--- src/rtl/cbx_cfg_param.sv ---
// X-channel connection block with pass-through tracks, NUM_IPIN tap muxes and a
// serial configuration chain that commits to the shadow only after an exact-length load.
module cbx_cfg_param #(
  parameter int CHAN_W       = 20,
  parameter int NUM_IPIN     = 9,
  parameter int MUX_SIZE     = 10,
  parameter int TRACK_STRIDE = 4
) (
  input  logic                prog_clk,
  input  logic                pReset,
  input  logic                config_enable,
  input  logic                ccff_head,
  input  logic [CHAN_W-1:0]   chanx_left_in,
  input  logic [CHAN_W-1:0]   chanx_right_in,
  output logic [CHAN_W-1:0]   chanx_left_out,
  output logic [CHAN_W-1:0]   chanx_right_out,
  output logic [NUM_IPIN-1:0] ipin_out,
  output logic                ccff_tail,
  output logic                cfg_active,
  output logic                cfg_done,
  output logic                cfg_err
);

  localparam int SEL_W   = $clog2(MUX_SIZE);
  localparam int TOTAL   = NUM_IPIN * SEL_W;
  localparam int CNT_W   = $clog2(TOTAL + 2);
  localparam int MUX_PAD = 1 << SEL_W;

  localparam logic [CNT_W-1:0] CNT_ZERO  = CNT_W'(0);
  localparam logic [CNT_W-1:0] CNT_ONE   = CNT_W'(1);
  localparam logic [CNT_W-1:0] CNT_TOTAL = CNT_W'(TOTAL);
  localparam logic [CNT_W-1:0] CNT_SAT   = CNT_W'(TOTAL + 1);
  localparam logic [SEL_W:0]   SEL_LIM   = (SEL_W + 1)'(MUX_SIZE);

  typedef enum logic [1:0] {
    S_IDLE   = 2'd0,
    S_SHIFT  = 2'd1,
    S_COMMIT = 2'd2,
    S_ERR    = 2'd3
  } state_t;

  state_t              r_state, w_state_nxt;
  logic [CNT_W-1:0]    r_cnt, w_cnt_nxt;
  logic                r_err, w_err_nxt;
  logic                r_active, r_done;
  logic [TOTAL-1:0]    r_chain, r_shadow;
  logic [MUX_PAD-1:0]  w_mux_in [NUM_IPIN];
  logic [NUM_IPIN-1:0] w_ipin;

  assign chanx_left_out  = chanx_right_in;
  assign chanx_right_out = chanx_left_in;

  // Shift chain and committed shadow; all ones keeps every pin switched off.
  always_ff @(posedge prog_clk) begin
    if (pReset) begin
      r_chain  <= '1;
      r_shadow <= '1;
    end else begin
      if (config_enable) begin
        r_chain <= {r_chain[TOTAL-2:0], ccff_head};
      end
      if (r_state == S_COMMIT) begin
        r_shadow <= r_chain;
      end
    end
  end

  // FSM, load counter and status flags.
  always_ff @(posedge prog_clk) begin
    if (pReset) begin
      r_state  <= S_IDLE;
      r_cnt    <= CNT_ZERO;
      r_err    <= 1'b0;
      r_active <= 1'b0;
      r_done   <= 1'b0;
    end else begin
      r_state  <= w_state_nxt;
      r_cnt    <= w_cnt_nxt;
      r_err    <= w_err_nxt;
      r_active <= (w_state_nxt == S_SHIFT);
      r_done   <= (w_state_nxt == S_COMMIT);
    end
  end

  // Next-state logic; an enable seen in IDLE, COMMIT or ERR always starts a fresh load.
  always_comb begin
    w_state_nxt = r_state;
    w_cnt_nxt   = r_cnt;
    w_err_nxt   = r_err;
    case (r_state)
      S_SHIFT: begin
        if (config_enable) begin
          w_cnt_nxt = (r_cnt >= CNT_SAT) ? CNT_SAT : r_cnt + CNT_ONE;
        end else if (r_cnt == CNT_TOTAL) begin
          w_state_nxt = S_COMMIT;
          w_cnt_nxt   = CNT_ZERO;
        end else begin
          w_state_nxt = S_ERR;
          w_cnt_nxt   = CNT_ZERO;
          w_err_nxt   = 1'b1;
        end
      end
      S_IDLE, S_COMMIT, S_ERR: begin
        if (config_enable) begin
          w_state_nxt = S_SHIFT;
          w_cnt_nxt   = CNT_ONE;
          w_err_nxt   = 1'b0;
        end else begin
          w_state_nxt = S_IDLE;
          w_cnt_nxt   = CNT_ZERO;
        end
      end
      default: begin
        w_state_nxt = S_IDLE;
        w_cnt_nxt   = CNT_ZERO;
      end
    endcase
  end

  assign ccff_tail  = r_chain[TOTAL-1];
  assign cfg_active = r_active;
  assign cfg_done   = r_done;
  assign cfg_err    = r_err;

  // Mux input j of pin k taps track (k + (j/2)*TRACK_STRIDE) mod CHAN_W; unused slots read 0.
  for (genvar k = 0; k < NUM_IPIN; k++) begin : g_pin
    for (genvar j = 0; j < MUX_PAD; j++) begin : g_in
      if (j < MUX_SIZE) begin : g_tap
        localparam int T = (k + (j / 2) * TRACK_STRIDE) % CHAN_W;
        if ((j % 2) == 0) begin : g_left
          assign w_mux_in[k][j] = chanx_left_in[T];
        end else begin : g_right
          assign w_mux_in[k][j] = chanx_right_in[T];
        end
      end else begin : g_pad
        assign w_mux_in[k][j] = 1'b0;
      end
    end
  end

  // Pin selection from the committed shadow.
  always_comb begin
    logic [SEL_W-1:0] sel_v;
    w_ipin = '0;
    for (int k = 0; k < NUM_IPIN; k++) begin
      sel_v = r_shadow[k*SEL_W +: SEL_W];
      if ({1'b0, sel_v} < SEL_LIM) begin
        w_ipin[k] = w_mux_in[k][sel_v];
      end else begin
        w_ipin[k] = 1'b0;
      end
    end
  end

  assign ipin_out = w_ipin;

endmodule

--- config.mk ---
export PLATFORM = sky130hd
export DESIGN_NAME = cbx_cfg_param
export DESIGN_NICKNAME = d
export VERILOG_FILES = /design/src/rtl/cbx_cfg_param.sv
export SDC_FILE = /design/constraint.sdc
export NUM_CORES = 1
export LEC_CHECK = 0
export CELL_PAD_IN_SITES_DETAIL_PLACEMENT = 1
export CELL_PAD_IN_SITES_GLOBAL_PLACEMENT = 1
export CORE_MARGIN = 3
export CORE_UTILIZATION = 39
export DETAILED_ROUTE_END_ITERATION = 12
export PLACE_DENSITY_LB_ADDON = 0.1
export SLEW_MARGIN = 10
export SYNTH_ARGS = -nofsm -noshare
export SYNTH_HDL_FRONTEND = slang
export SYNTH_SLANG_ARGS = --single-unit
export TNS_END_PERCENT = 20
--- constraint.sdc ---
create_clock -name prog_clk -period 1.6 [get_ports prog_clk]
set_input_delay 0.32 -clock prog_clk [delete_from_list [all_inputs] [get_ports prog_clk]]
set_output_delay 0.32 -clock prog_clk [all_outputs]
set_load 0.005 [all_outputs]
# [Yosys cells after proc, flatten, opt, wreduce, memory -nomap -nowiden]
# Cells that the tools add are included.
[op_classes] add_sub_neg=1 order_cmp=19 eq_ne=9 muxes=39 n_reduce_logical=3
[op_table] op="< comparator 4 x 5 -> 1 bit, second input constant" count=9
[op_table] op="binary-select mux 1 bit (select 4 bit)" count=9
[op_table] op="< comparator 4 bit, second input constant" count=9
[op_table] op="2-to-1 mux 1 bit" count=24
[op_table] op="2-to-1 mux 6 bit" count=2
[op_table] op="one-hot mux 6 bit (2 select lines)" count=1
[op_table] op="adder 6 x 1 -> 6 bit, second input constant" count=1
[op_table] op="== test 2 bit, second input constant" count=3
[op_table] op="== test 6 bit, second input constant" count=1
[op_table] op="greater-or-equal comparator 6 bit, second input constant" count=1
[op_table] op="inequality test 2 bit, second input constant" count=3
[op_table] op="== test 2 x 1 -> 1 bit, second input constant" count=2
[op_table] op="one-hot mux 2 bit (2 select lines)" count=1
[op_table] op="AND reduction 3 bit" count=1
[op_table] op="OR reduction 3 bit" count=1
[op_table] op="logical NOT 2 bit" count=1
[op_table] op="2-to-1 mux 2 bit" count=1
[op_table] op="one-hot mux 1 bit (2 select lines)" count=1
[totals] register_bits=83 input_bits=44 output_inout_bits=53 word_cells=78

# [Depth between registers and ports, before layout]
[logic_depth] word_depth=5 depth_mapped=6 depth_no_buf=6

# [Least setup slack after synthesis]
# Ideal clock, no wire load.
[synth_timing] kind="reg2out" startpoint="register r_shadow[0]" endpoint="output port ipin_out[0]" arrival_time_ns=1.239 required_ns=1.280 slack_ns=0.041 path_stages_with_launch=5 path_cell_list="dfxtp_1 -> buf_6 -> mux4_2 -> a2bb2oi_1 -> a32o_1"
[synth_via] elab_chain_cells=3
[synth_rtl] item="from (decl)" line_no="46" text="logic [TOTAL-1:0] r_chain, r_shadow;"
[synth_rtl] item="from (signal assigned)" line_no="63" text="r_shadow <= r_chain;"
[synth_rtl] item="binary-select mux 1 bit (select 4 bit)" line_no="148" text="w_ipin[k] = w_mux_in[k][sel_v];"
[synth_rtl] item="2-to-1 mux 1 bit (not written as such)" line_no="148"
[synth_rtl] item="2-to-1 mux 1 bit *" line_no="147" text="if ({1'b0, sel_v} < SEL_LIM) begin"
[synth_rtl] item="to (decl)" line_no="17" text="output logic [NUM_IPIN-1:0] ipin_out,"
# Every way passes the cells marked *; elsewhere a longest branch is shown, timed or not. The select of a mux whose other input is x is not followed.

# [Final worst setup path]
[layout_timing] startpoint="input port chanx_left_in[5]" endpoint="output port ipin_out[1]"
[layout_via] elab_chain_cells=3
[layout_rtl] item="from (decl)" line_no="13" text="input logic [CHAN_W-1:0] chanx_left_in,"
[layout_rtl] item="binary-select mux 1 bit (select 4 bit)" line_no="148"
[layout_rtl] item="2-to-1 mux 1 bit (not written as such)" line_no="148"
[layout_rtl] item="2-to-1 mux 1 bit" line_no="147"
# Every way passes these cells. The select of a mux whose other input is x is not followed.

==> results.rst <==
.. list-table::
   :header-rows: 1

   * - Metric
     - Value
   * - Number of register bits inferred by synthesis
     - 83
   * - Initial antenna violation count
     - 0
   * - Overflow left after global routing
     - 0
   * - Total routing resource utilization after global routing
     - between 10% and 20%
   * - Pin count of the biggest net entering global routing
     - 66
   * - Largest fanout on the critical path
     - 2
   * - Sort of element at the end of the critical path
     - primary output
   * - Actual transition at the worst max-transition pin
     - roughly 290 ps
   * - Clock skew
     - 13.8 ps
   * - Max-cap viol count
     - 0
   * - Quantity of I/O buffers inserted on ports
     - 96
   * - Part of the Yosys area used for sequential elements
     - 39.0%
   * - Worst VDD drop
     - 0.389 mV
   * - Worst-case setup margin in the final layout
     - -432 ps
   * - Total die area
     - 12200 um^2
   * - Final routed DRC violation total
     - 0
   * - Number of I/O pins
     - 97
   * - Mapped Cells
     - 423
   * - Num CTS Buffers
     - 9
   * - Number of global-route vias before repair
     - approximately 3400
   * - Wire length of the first global-routing pass
     - between 15 and 20 mm
   * - Number of flops mapped to enable cells by yosys
     - 0
   * - Placed inst area
     - 5250 um^2
   * - Ys Warns
     - 0
   * - Status
     - finished, violations left
   * - Post-cts hold buffer count
     - 0
   * - Worst-path cell with the longest stage delay
     - sky130_fd_sc_hd__mux4_2
   * - Critical path startpoint category
     - input pin
   * - Failing checks
     - negative setup slack
   * - P_leak
     - around 2.3 nW
   * - Final Critical Period
     - 2030 ps
   * - TNS Setup
     - -3470 ps
   * - Setup violators final
     - 9
   * - Die Span Y
     - ~110 um
   * - Nets
     - 548
   * - Source-to-sink clock delay at the later pin of the worst-skew pair
     - 350 ps
   * - Prevailing post-synth register cell
     - sky130_fd_sc_hd__dfxtp_1
   * - Layout cells sized above 1
     - about a fifth
   * - Total inserted antenna cells
     - 0
   * - Dpl cells
     - 624
   * - Clock tree sinks
     - 83
   * - Detailed router's first-iteration violation count
     - 169
   * - Fraction of registers with async set or reset after synthesis
     - 0%
   * - Class of the most critical setup path
     - in -> out
   * - Nets in the synthesized netlist
     - 471
   * - Max transition margin
     - 80.6%
   * - Final period utilization
     - 127%
   * - Number of iterations in the first detailed-routing pass
     - 4
   * - Final Max Slew Viols
     - 0
   * - CTS tree
     - built
   * - Row count
     - 37
   * - Number of buffer and inverter stages on the critical path
     - 2
   * - Maximum level of the CTS H-tree
     - 3
   * - Cells on worst reg2reg path
     - 6
   * - Synthesized area
     - 4260 um^2
   * - Initial core utilization
     - 40.8%
   * - DR vias
     - 3339
   * - Design area
     - 5400 um^2
   * - Post-route worst hold slack
     - 298 ps
   * - Depth of the critical timing path with buffers and inverters included
     - 5
   * - Type of the worst min-delay path
     - in -> reg
   * - Final Instance Count excl. Fillers
     - 641
   * - Hold-critical path depth
     - 2
   * - Number of unique standard cell types used by synthesis
     - 33
   * - Number of endpoints with negative hold slack in the final report
     - 0
   * - Wire length per cell
     - 15.9 um
   * - Post-Syn Area per Cell
     - 10.1 um^2
   * - Floorplan Core Area
     - 10500 um^2
   * - Peak clock frequency supported by timing
     - 492 MHz
   * - P per Cell Area
     - 830 nW/um^2
   * - Vias per std cell
     - 5.21
   * - Reg-to-reg setup timing slack
     - 200 ps
   * - Overall routed net length
     - 10.2 mm
   * - Clock edge transition at the registers on the reported setup and hold paths
     - 90 ps
   * - Largest delay share family, worst path
     - buffers and inverters
   * - Detailed Place HPWL
     - 7.60 mm
   * - Remaining antenna violation count after routing
     - 0
   * - Die X-Extent
     - roughly 110 um
   * - Longest individual stage delay on the worst path
     - 470 ps
   * - Relative area change from synthesis to final layout
     - 26.6%
   * - Setup repair after global routing missed its margin
     - yes
   * - Final weighted congestion in routability-driven placement
     - 0.843
   * - Arrival time of the worst setup path
     - 1710 ps
   * - Final core occ
     - 51.6%
   * - Clock tree root buffer cell
     - sky130_fd_sc_hd__clkbuf_8
   * - Clock Path Buffers
     - 2
   * - Worst Path Required
     - 1280 ps
   * - Ordered list of cells on the worst path
     - clkdlybuf4s50_1, mux4_2, a2bb2oi_2, a32o_2, buf_6
worst paths after layout:
kind | to | from
max | ipin_out[1] | chanx_left_in[5]
max reg2reg | r_cnt[1]$_SDFF_PP0_ | r_cnt[1]$_SDFF_PP0_
min | r_state[0]$_SDFF_PP0_ | pReset
min reg2reg | r_shadow[30]$_SDFFE_PP1P_ | r_chain[30]$_SDFFE_PP1P_
logic make-up after synthesis:
| family | share of synthesized area, % |
|---|---|
| AOI/OAI and AO/OA | 21.0 |
| and+or+nand+nor | 14.2 |
| buffers and inverters | 12.8 |
| DFF | 39.0 |
| muxes | 11.3 |
| adders and majority gates | 1.17 |
| xor gates and xnor gates | 0.616 |
report_power, final:
part           total [mW]  internal, mW  switching (mW)  leakage (nW)
registers            2.25          2.17          0.0816         0.678
clock network        1.52         0.729           0.792        0.0923
logic               0.711         0.427           0.284          1.50
total                4.48          3.32            1.16          2.27
cell usage after synthesis (2+ instances only):
master / n / area share, %
sky130_fd_sc_hd__buf_1: 6 / 0.53
sky130_fd_sc_hd__mux2i_1: 19 / 4.5
sky130_fd_sc_hd__nand2b_1: 2 / 0.29
sky130_fd_sc_hd__nand2_1: 5 / 0.44
sky130_fd_sc_hd__a21oi_1: 2 / 0.23
sky130_fd_sc_hd__mux2_2: 8 / 2.1
sky130_fd_sc_hd__dfxtp_1: 83 / 39
sky130_fd_sc_hd__buf_2: 11 / 1.3
sky130_fd_sc_hd__ha_1: 4 / 1.2
sky130_fd_sc_hd__a2bb2oi_1: 8 / 1.6
sky130_fd_sc_hd__xor2_1: 2 / 0.41
sky130_fd_sc_hd__buf_4: 40 / 7.0
sky130_fd_sc_hd__mux4_2: 9 / 4.8
sky130_fd_sc_hd__clkbuf_1: 7 / 0.62
sky130_fd_sc_hd__buf_6: 8 / 2.1
sky130_fd_sc_hd__a32o_1: 8 / 1.9
sky130_fd_sc_hd__a211o_1: 72 / 15
sky130_fd_sc_hd__o21ai_0: 2 / 0.23
sky130_fd_sc_hd__a31oi_1: 10 / 1.5
sky130_fd_sc_hd__inv_1: 12 / 1.1
sky130_fd_sc_hd__nor2b_1: 76 / 11
sky130_fd_sc_hd__nor2_1: 17 / 1.5
sky130_fd_sc_hd__nand3_1: 2 / 0.23
per-stage QoR:
| stage | total power, mW | worst slack (ps) |
|---|---|---|
| after floorplan | 2.71 | 40.6 |
| after global placement | 3.02 | -784 |
| after detailed placement | 3.04 | -829 |
| after CTS | 4.55 | -475 |
| after global routing | 4.72 | -510 |
| final | 4.48 | -432 |
flip-flops by register name (all words and copies together) (netlist names):
name / count
cfg_err: 1
r_chain: 36
r_shadow: 36
r_state: 2
r_cnt: 6
cfg_done: 1
cfg_active: 1
metal layers:
metal  routed length, um  part of all wire (%)  global-route usage (%)  up-vias
met4                  74                  0.73                    3.45        0
met2                5160                    51                    29.3       62
met1                4640                    45                    20.0     1639
li1                    -                     -                       -     1631
met3                 322                   3.2                    4.22        7
met5                   0                     0                       0        -
layout make-up:
class                   instances  area, um^2
well taps                     136         170
repair buffers                139        1220
flip-flops and latches         83        1670
multi-input cells             255        2090
clock buffers                   9         124
inverters                      12        45.0
clock inverters                 7        75.1
fillers                      1185        5070
placed cells by master, fill, tap and decap left out, types with 10 or more instances in the layout:
| cell | Yosys | final |
|---|---|---|
| sky130_fd_sc_hd__dlygate4sd2_1 | 0 | 40 |
| sky130_fd_sc_hd__nor2b_1 | 76 | 75 |
| sky130_fd_sc_hd__dfxtp_2 | 0 | 10 |
| sky130_fd_sc_hd__mux2i_1 | 19 | 19 |
| sky130_fd_sc_hd__a31oi_1 | 10 | 10 |
| sky130_fd_sc_hd__nor2_1 | 17 | 17 |
| sky130_fd_sc_hd__buf_4 | 40 | 40 |
| sky130_fd_sc_hd__inv_1 | 12 | 12 |
| sky130_fd_sc_hd__buf_2 | 11 | 10 |
| sky130_fd_sc_hd__clkdlybuf4s50_1 | 0 | 45 |
| sky130_fd_sc_hd__dfxtp_1 | 83 | 73 |
| sky130_fd_sc_hd__a211o_1 | 72 | 72 |
what timing repair did:
action / CTS / global route
resized for setup: 89 / 3
buffers inserted: 1 / 0
setup endpoints to repair: 49 / 10
pin swaps: 5 / 5
(Power assumes the default switching activity.)
